===== config.mk =====
export PLATFORM = sky130hd
export DESIGN_NAME = bcd_timer_ctrl_flat
export DESIGN_NICKNAME = d
export VERILOG_FILES = /design/src/rtl/bcd_timer_ctrl_if.sv /design/src/rtl/bcd_timer_ctrl.sv /design/src/flat_wrapper.sv
export SDC_FILE = /design/constraint.sdc
export NUM_CORES = 1
export LEC_CHECK = 0
export BUFFER_PORTS_ARGS = -buffer_cell sky130_fd_sc_hd__buf_2
export CORE_MARGIN = 3
export CORE_UTILIZATION = 33
export DETAILED_ROUTE_END_ITERATION = 10
export PLACE_DENSITY = 0.58
export SLEW_MARGIN = 20
export SYNTH_ARGS = -nofsm -noshare
export SYNTH_HDL_FRONTEND = slang
export SYNTH_SLANG_ARGS = --single-unit

===== constraint.sdc =====
create_clock -name CLK -period 3.2 [get_ports CLK]
set_input_delay 0.96 -clock CLK [delete_from_list [all_inputs] [get_ports CLK]]
set_output_delay 0.96 -clock CLK [all_outputs]
set_load 0.02 [all_outputs]

===== src/rtl/bcd_timer_ctrl_if.sv =====
// Host-side bundle for the BCD timer sequencer: control, config and status signals.
// Latency: none, wires only; all status outputs are registered in the sequencer.
// Backpressure: none; level-sampled controls, single-cycle DONE/ERR pulses.
//
// Signals
//   START/STOP   level controls sampled every edge
//   MODE         0 = one-shot, 1 = auto-reload
//   TICK         count-enable strobe
//   PRESET/TERM  BCD start and terminal values, digit 0 in bits [3:0]
//   Q            current BCD count
//   BUSY/DONE/ERR status: active, terminal pulse, rejected-start pulse
interface bcd_timer_ctrl_if #(
  parameter int DIGITS = 4
);
  logic                  START;
  logic                  STOP;
  logic                  MODE;
  logic                  TICK;
  logic [4*DIGITS-1:0]   PRESET;
  logic [4*DIGITS-1:0]   TERM;
  logic [4*DIGITS-1:0]   Q;
  logic                  BUSY;
  logic                  DONE;
  logic                  ERR;

  modport master (
    output START, STOP, MODE, TICK, PRESET, TERM,
    input  Q, BUSY, DONE, ERR
  );

  modport slave (
    input  START, STOP, MODE, TICK, PRESET, TERM,
    output Q, BUSY, DONE, ERR
  );
endinterface


===== src/rtl/bcd_timer_ctrl.sv =====
// Programmable BCD timer sequencer driving a chain of DIGITS cascaded decade counters.
// Latency: START at edge k loads PRESET at edge k+1; first count possible at edge k+2.
// Backpressure: none; TICK is a qualified strobe, STOP pauses/aborts, all outputs registered.
//
// Ports
//   CLK   clock, rising edge
//   CD    synchronous clear, active-high, overrides everything
//   bus   slave side of bcd_timer_ctrl_if (START/STOP/MODE/TICK/PRESET/TERM in,
//         Q/BUSY/DONE/ERR out)
module bcd_timer_ctrl #(
  parameter int DIGITS = 4
) (
  input  logic              CLK,
  input  logic              CD,
  bcd_timer_ctrl_if.slave   bus
);

  localparam int W = 4 * DIGITS;

  typedef enum logic [1:0] {
    IDLE  = 2'd0,
    LOAD  = 2'd1,
    RUN   = 2'd2,
    PAUSE = 2'd3
  } state_t;

  state_t         state;
  logic [W-1:0]   q;
  logic           busy;
  logic           done;
  logic           err;

  // True when every nibble of v is a decimal digit.
  function automatic logic all_bcd(input logic [W-1:0] v);
    logic ok;
    ok = 1'b1;
    for (int i = 0; i < DIGITS; i++) begin
      if (v[4*i +: 4] > 4'd9) ok = 1'b0;
    end
    return ok;
  endfunction

  // Ripple-carry decade increment; all-9s wraps silently to all-0s.
  function automatic logic [W-1:0] bcd_inc(input logic [W-1:0] v);
    logic [W-1:0] r;
    logic         carry;
    r     = v;
    carry = 1'b1;
    for (int i = 0; i < DIGITS; i++) begin
      if (carry) begin
        if (v[4*i +: 4] == 4'd9) begin
          r[4*i +: 4] = 4'd0;
        end else begin
          r[4*i +: 4] = v[4*i +: 4] + 4'd1;
          carry       = 1'b0;
        end
      end
    end
    return r;
  endfunction

  always_ff @(posedge CLK) begin
    if (CD) begin
      state <= IDLE;
      q     <= '0;
      busy  <= 1'b0;
      done  <= 1'b0;
      err   <= 1'b0;
    end else begin
      // Pulses default low; only the branches below raise them.
      done <= 1'b0;
      err  <= 1'b0;
      unique case (state)
        IDLE: begin
          if (bus.START) begin
            if (all_bcd(bus.PRESET) && all_bcd(bus.TERM)) begin
              state <= LOAD;
              busy  <= 1'b1;
            end else begin
              err <= 1'b1;
            end
          end
        end
        LOAD: begin
          q     <= bus.PRESET;
          state <= RUN;
        end
        RUN: begin
          // STOP outranks TICK and START; START has no meaning here.
          if (bus.STOP) begin
            state <= PAUSE;
          end else if (bus.TICK) begin
            if (q == bus.TERM) begin
              done <= 1'b1;
              if (bus.MODE) begin
                q <= bus.PRESET;
              end else begin
                state <= IDLE;
                busy  <= 1'b0;
              end
            end else begin
              q <= bcd_inc(q);
            end
          end
        end
        PAUSE: begin
          // A second STOP aborts without DONE; resume keeps the held count.
          if (bus.STOP) begin
            state <= IDLE;
            busy  <= 1'b0;
          end else if (bus.START) begin
            state <= RUN;
          end
        end
        default: state <= IDLE;
      endcase
    end
  end

  assign bus.Q    = q;
  assign bus.BUSY = busy;
  assign bus.DONE = done;
  assign bus.ERR  = err;

endmodule


===== src/flat_wrapper.sv =====
// flat-port wrapper written by rule: the top's interface ports become plain ports
module bcd_timer_ctrl_flat 
#(
  parameter int DIGITS = 4
)
  (CLK, CD, bus_START, bus_STOP, bus_MODE, bus_TICK, bus_PRESET, bus_TERM, bus_Q, bus_BUSY, bus_DONE, bus_ERR);
  bcd_timer_ctrl_if #(.DIGITS(DIGITS)) bus_i ();
  input  logic CLK;
  input  logic CD;
  input wire logic [$bits(bus_i.START)-1:0] bus_START;
  input wire logic [$bits(bus_i.STOP)-1:0] bus_STOP;
  input wire logic [$bits(bus_i.MODE)-1:0] bus_MODE;
  input wire logic [$bits(bus_i.TICK)-1:0] bus_TICK;
  input wire logic [$bits(bus_i.PRESET)-1:0] bus_PRESET;
  input wire logic [$bits(bus_i.TERM)-1:0] bus_TERM;
  output wire logic [$bits(bus_i.Q)-1:0] bus_Q;
  output wire logic [$bits(bus_i.BUSY)-1:0] bus_BUSY;
  output wire logic [$bits(bus_i.DONE)-1:0] bus_DONE;
  output wire logic [$bits(bus_i.ERR)-1:0] bus_ERR;
  assign bus_i.START = bus_START;
  assign bus_i.STOP = bus_STOP;
  assign bus_i.MODE = bus_MODE;
  assign bus_i.TICK = bus_TICK;
  assign bus_i.PRESET = bus_PRESET;
  assign bus_i.TERM = bus_TERM;
  assign bus_Q = bus_i.Q;
  assign bus_BUSY = bus_i.BUSY;
  assign bus_DONE = bus_i.DONE;
  assign bus_ERR = bus_i.ERR;
  bcd_timer_ctrl #(.DIGITS(DIGITS)) u_core (.CLK(CLK), .CD(CD), .bus(bus_i));
endmodule

==> implementation parameters <==
Parameter                              Value

Clock tree
  Clk Latency, worst-skew pair ... 260 ps
  Setup bufs post-CTS ... 0
  Number of buffers inserted during clock tree synthesis ... 3
  CTS tree ... built
  H-tree depth reported by CTS ... 1
  Count of hold-fix buffers inserted at cts ... 0
  Clock Path Buffers ... 2
  Root buf cell ... sky130_fd_sc_hd__clkbuf_8
  Sink count of the clock tree ... 21
  Post-CTS clock slew at the launch and capture registers of the worst setup and hold paths ... 80 ps
  Number of gates resized after cts ... 0

STA
  Accumulated negative setup slack ... 0 ps
  Final Hold Violating Endpoints ... 0
  Number of max-slew violations in the final report ... 0
  Number of setup violations in the final report ... 0
  Shortest clock period the worst path allows after layout ... 2703 ps
  Final worst path period share ... 0.8446
  F_max ... 370.0 MHz
  Slew at the pin with the worst max-slew slack ... 675.3 ps
  Setup repair after global routing missed its margin ... false
  Fin Clk Skew ... 6.257 ps
  Slew Limit Headroom ... 0.5498

Pwr
  Total power divided by cell area ... 672.4 nW/um^2
  Part of the power in registers ... 0.348
  Internal power ... 0.7449 mW
  Switching power share of the total ... 0.4708
  Leakage power figure ... 0.7850 nW
  Part of the total power dissipated in the clock network ... 0.127
  NetSw ... 0.6626 mW
  Peak supply drop ... 257.4 uV
  Gate power share ... 0.524

Worst setup path
  Top fanout value on the critical path ... 16
  Data required time at the worst endpoint ... 3340 ps
  Crit path buf inv count ... 2
  Startpoint type of the worst setup path ... input port
  Path type of the worst setup path ... in2reg
  Standard cell with the maximum stage delay on the critical path ... sky130_fd_sc_hd__or4_1
  Crit end category ... flop
  Critical path cell sequence ... buf_2, xnor2_1, nand4_1, or4_1, buf_4, o41a_1, o21ai_1, a21oi_1
  Arrival time of the worst setup path ... 2840 ps
  Family with the most delay on the worst path ... simple AND/OR/NAND/NOR gates
  Longest individual stage delay on the worst path ... 560 ps

Layout
  Number of nets in the finished design ... 315
  Post-layout instance count excluding filler cells ... 338
  Layout area overhead ... 21.94%
  Antenna fix cells ... 0
  Layout cells sized above 1 ... 0.2509

Worst hold path
  Type of the most critical hold path ... reg2reg

Logic synthesis
  Yosys cell types ... 51
  Commonest cells in the netlist ... sky130_fd_sc_hd__a21oi_1 (24), sky130_fd_sc_hd__dfxtp_1 (21), sky130_fd_sc_hd__nand2_1 (19)
  Post-Synthesis Net Count ... 265
  Per-instance average area after synthesis ... 7.733 sq um
  Number of synthesized flops with an enable pin ... 0
  Post-Synthesis Cell Area ... 1717 sq um
  Async set or reset register ratio after synthesis ... 0
  Most numerous cell in the Yosys netlist ... sky130_fd_sc_hd__a21oi_1
  Dominant register cell in the synthesized netlist ... sky130_fd_sc_hd__dfxtp_1
  Count of synthesis-stage warnings from yosys ... 0
  Leading cell types by total area after synthesis ... sky130_fd_sc_hd__dfxtp_1 (24%), sky130_fd_sc_hd__xnor2_1 (8.7%), sky130_fd_sc_hd__a21oi_1 (7.0%), sky130_fd_sc_hd__nand2_1 (4.2%), sky130_fd_sc_hd__o21ai_0 (3.8%)
  Fraction of synthesized cell area taken by the top area cell type ... 0.2449
  Flip-flop and latch count after synthesis ... 21
  Sequential element share of the synthesized area ... 0.2449
  Synth area leader ... sky130_fd_sc_hd__dfxtp_1
  Synthesized instance count ... 222

Run status
  Status ... finished clean

Global route
  Number of antenna violations at the first check in global routing ... 0
  Grt total ovfl ... 0
  Maximum number of pins on one net before global-route repair ... 23
  First-pass GRT wire length ... 8.362 mm
  Overall fraction of global-route tracks in use ... 0.1658
  Vias in the first global route ... 1,742

Placement
  Number of placed instances, taps included ... 334
  HPWL after DPL ... 3.857 mm
  I/O Buffers ... 56
  Final GP Congestion ... 0.8273

Drt
  Count of unresolved DRC violations after routing ... 0
  DRT Wirelength ... 5.044 mm
  Detailed Route Iter0 Violations ... 127
  Average vias per placed instance ... 5.521
  Antenna Nets Post-Route ... 0
  Routed WL per cell ... 14.92 um
  Total number of vias ... 1,866
  DRT Pass-1 Iters ... 4

Floorplanning
  Core box area ... 4880 sq um
  Horiz. Die Dim ... 78.13 um
  Chip height ... 78.13 um
  Initial standard-cell utilization of the core ... 0.3518
  Overall die area ... 6104 sq um
  Total number of placement rows ... 25
  I/O Pins ... 57

Run
  Max-cap check violation count ... 0
[cell usage in the layout, fill, tap and decap left out, types with 2 or more instances in the layout]
master / Yosys / final
sky130_fd_sc_hd__a211o_1: 3 / 3
sky130_fd_sc_hd__a31oi_1: 4 / 4
sky130_fd_sc_hd__nor4b_1: 3 / 3
sky130_fd_sc_hd__o21ai_1: 5 / 5
sky130_fd_sc_hd__o211ai_1: 2 / 2
sky130_fd_sc_hd__mux2i_1: 3 / 3
sky130_fd_sc_hd__inv_1: 12 / 12
sky130_fd_sc_hd__buf_2: 4 / 56
sky130_fd_sc_hd__o32ai_1: 5 / 5
sky130_fd_sc_hd__o41ai_1: 2 / 2
sky130_fd_sc_hd__nand4_1: 8 / 8
sky130_fd_sc_hd__clkbuf_8: 0 / 3
sky130_fd_sc_hd__xnor2_1: 17 / 17
sky130_fd_sc_hd__nor2b_1: 4 / 4
sky130_fd_sc_hd__nor2_1: 4 / 4
sky130_fd_sc_hd__nand3_1: 8 / 8
sky130_fd_sc_hd__or4_1: 2 / 2
sky130_fd_sc_hd__o21ai_0: 13 / 13
sky130_fd_sc_hd__nor3_1: 6 / 6
sky130_fd_sc_hd__a311oi_1: 3 / 3
sky130_fd_sc_hd__and3_1: 2 / 2
sky130_fd_sc_hd__nand2b_1: 5 / 5
sky130_fd_sc_hd__a221oi_1: 2 / 2
sky130_fd_sc_hd__and2_1: 2 / 2
sky130_fd_sc_hd__a21oi_1: 24 / 24
sky130_fd_sc_hd__a32oi_1: 2 / 2
sky130_fd_sc_hd__nand2_1: 19 / 19
sky130_fd_sc_hd__buf_4: 1 / 4
sky130_fd_sc_hd__o21a_1: 2 / 2
sky130_fd_sc_hd__mux2_1: 2 / 2
sky130_fd_sc_hd__dfxtp_1: 21 / 21
sky130_fd_sc_hd__ha_1: 5 / 5
[tightest hold or removal path, delay by kind of cell (launching register included)]
| family | cells | cell delay (ps) |
|---|---|---|
| flops | 1 | 330 |
| simple gates | 1 | 60 |
| compound gates | 1 | 70 |
[power by group through the flow]
stage          Sequential [mW]  Clock [mW]  Combinational [mW]
2_1_floorplan            0.520           0               0.499
3_3_place_gp             0.495           0               0.738
3_5_place_dp             0.496           0               0.738
4_1_cts                  0.490       0.183               0.742
5_1_grt                  0.512       0.198               0.823
6_report                 0.490       0.179               0.738
[per-stage QoR]
stage	setup WS (ps)	hold WS (ps)	power, mW	area, sq um	utilization
finish	497.3	500.1	1.408	2093	0.4290
global route	334.0	541.4	1.532	2093	0.4290
CTS	497.0	509.0	1.415	2093	0.4290
detailed placement	225.4	486.0	1.234	2048	0.4197
global placement	227.7	503.0	1.233	2048	0.4197
floorplan	488.9	491.5	1.019	1717	-
[registers in the layout, summed over array words and instances, names as in the netlist]
signal	cells
u_core.bus.BUSY	1
u_core.bus.DONE	1
u_core.bus.ERR	1
u_core.bus.Q	16
u_core.state	2
[path summary, 6_finish.rpt]
check                                     start              end  slack [ps]  depth (start not counted)
worst max register to register  u_core.bus.Q[4]  u_core.state[1]         760                          7
worst max-delay path               bus_TERM[15]  u_core.state[1]         500                          8
worst min register to register  u_core.bus.BUSY  u_core.bus.BUSY         500                          2
worst min-delay path            u_core.bus.BUSY  u_core.bus.BUSY         500                          2
[final cells by class]
cell class / count / area, sq um
flip-flops and latches: 21 / 420.4
inverters: 12 / 45.04
multi-input cells: 174 / 1189
clock buffers: 4 / 45.04
fillers: 537 / 2786
well taps: 67 / 83.83
repair buffers: 60 / 310.3
[cell families after synthesis]
family | share of synthesized area
AO/OA/AOI/OAI | 0.3178
XOR/XNOR | 0.08673
adder cells (fa/ha/maj) | 0.03644
buffers and inverters | 0.06924
flip-flops | 0.2449
multiplexers | 0.03863
AND/OR/NAND/NOR | 0.2063
[per-layer routing]
metal,vias up,GRT usage,part of all wire
li1,939,-,-
met1,865,0.2324,0.46
met2,60,0.2688,0.47
met3,2,0.02408,0.064
met4,0,0.03671,0.0044
met5,-,0,0
Note: power is estimated with default switching activity, not from simulation.
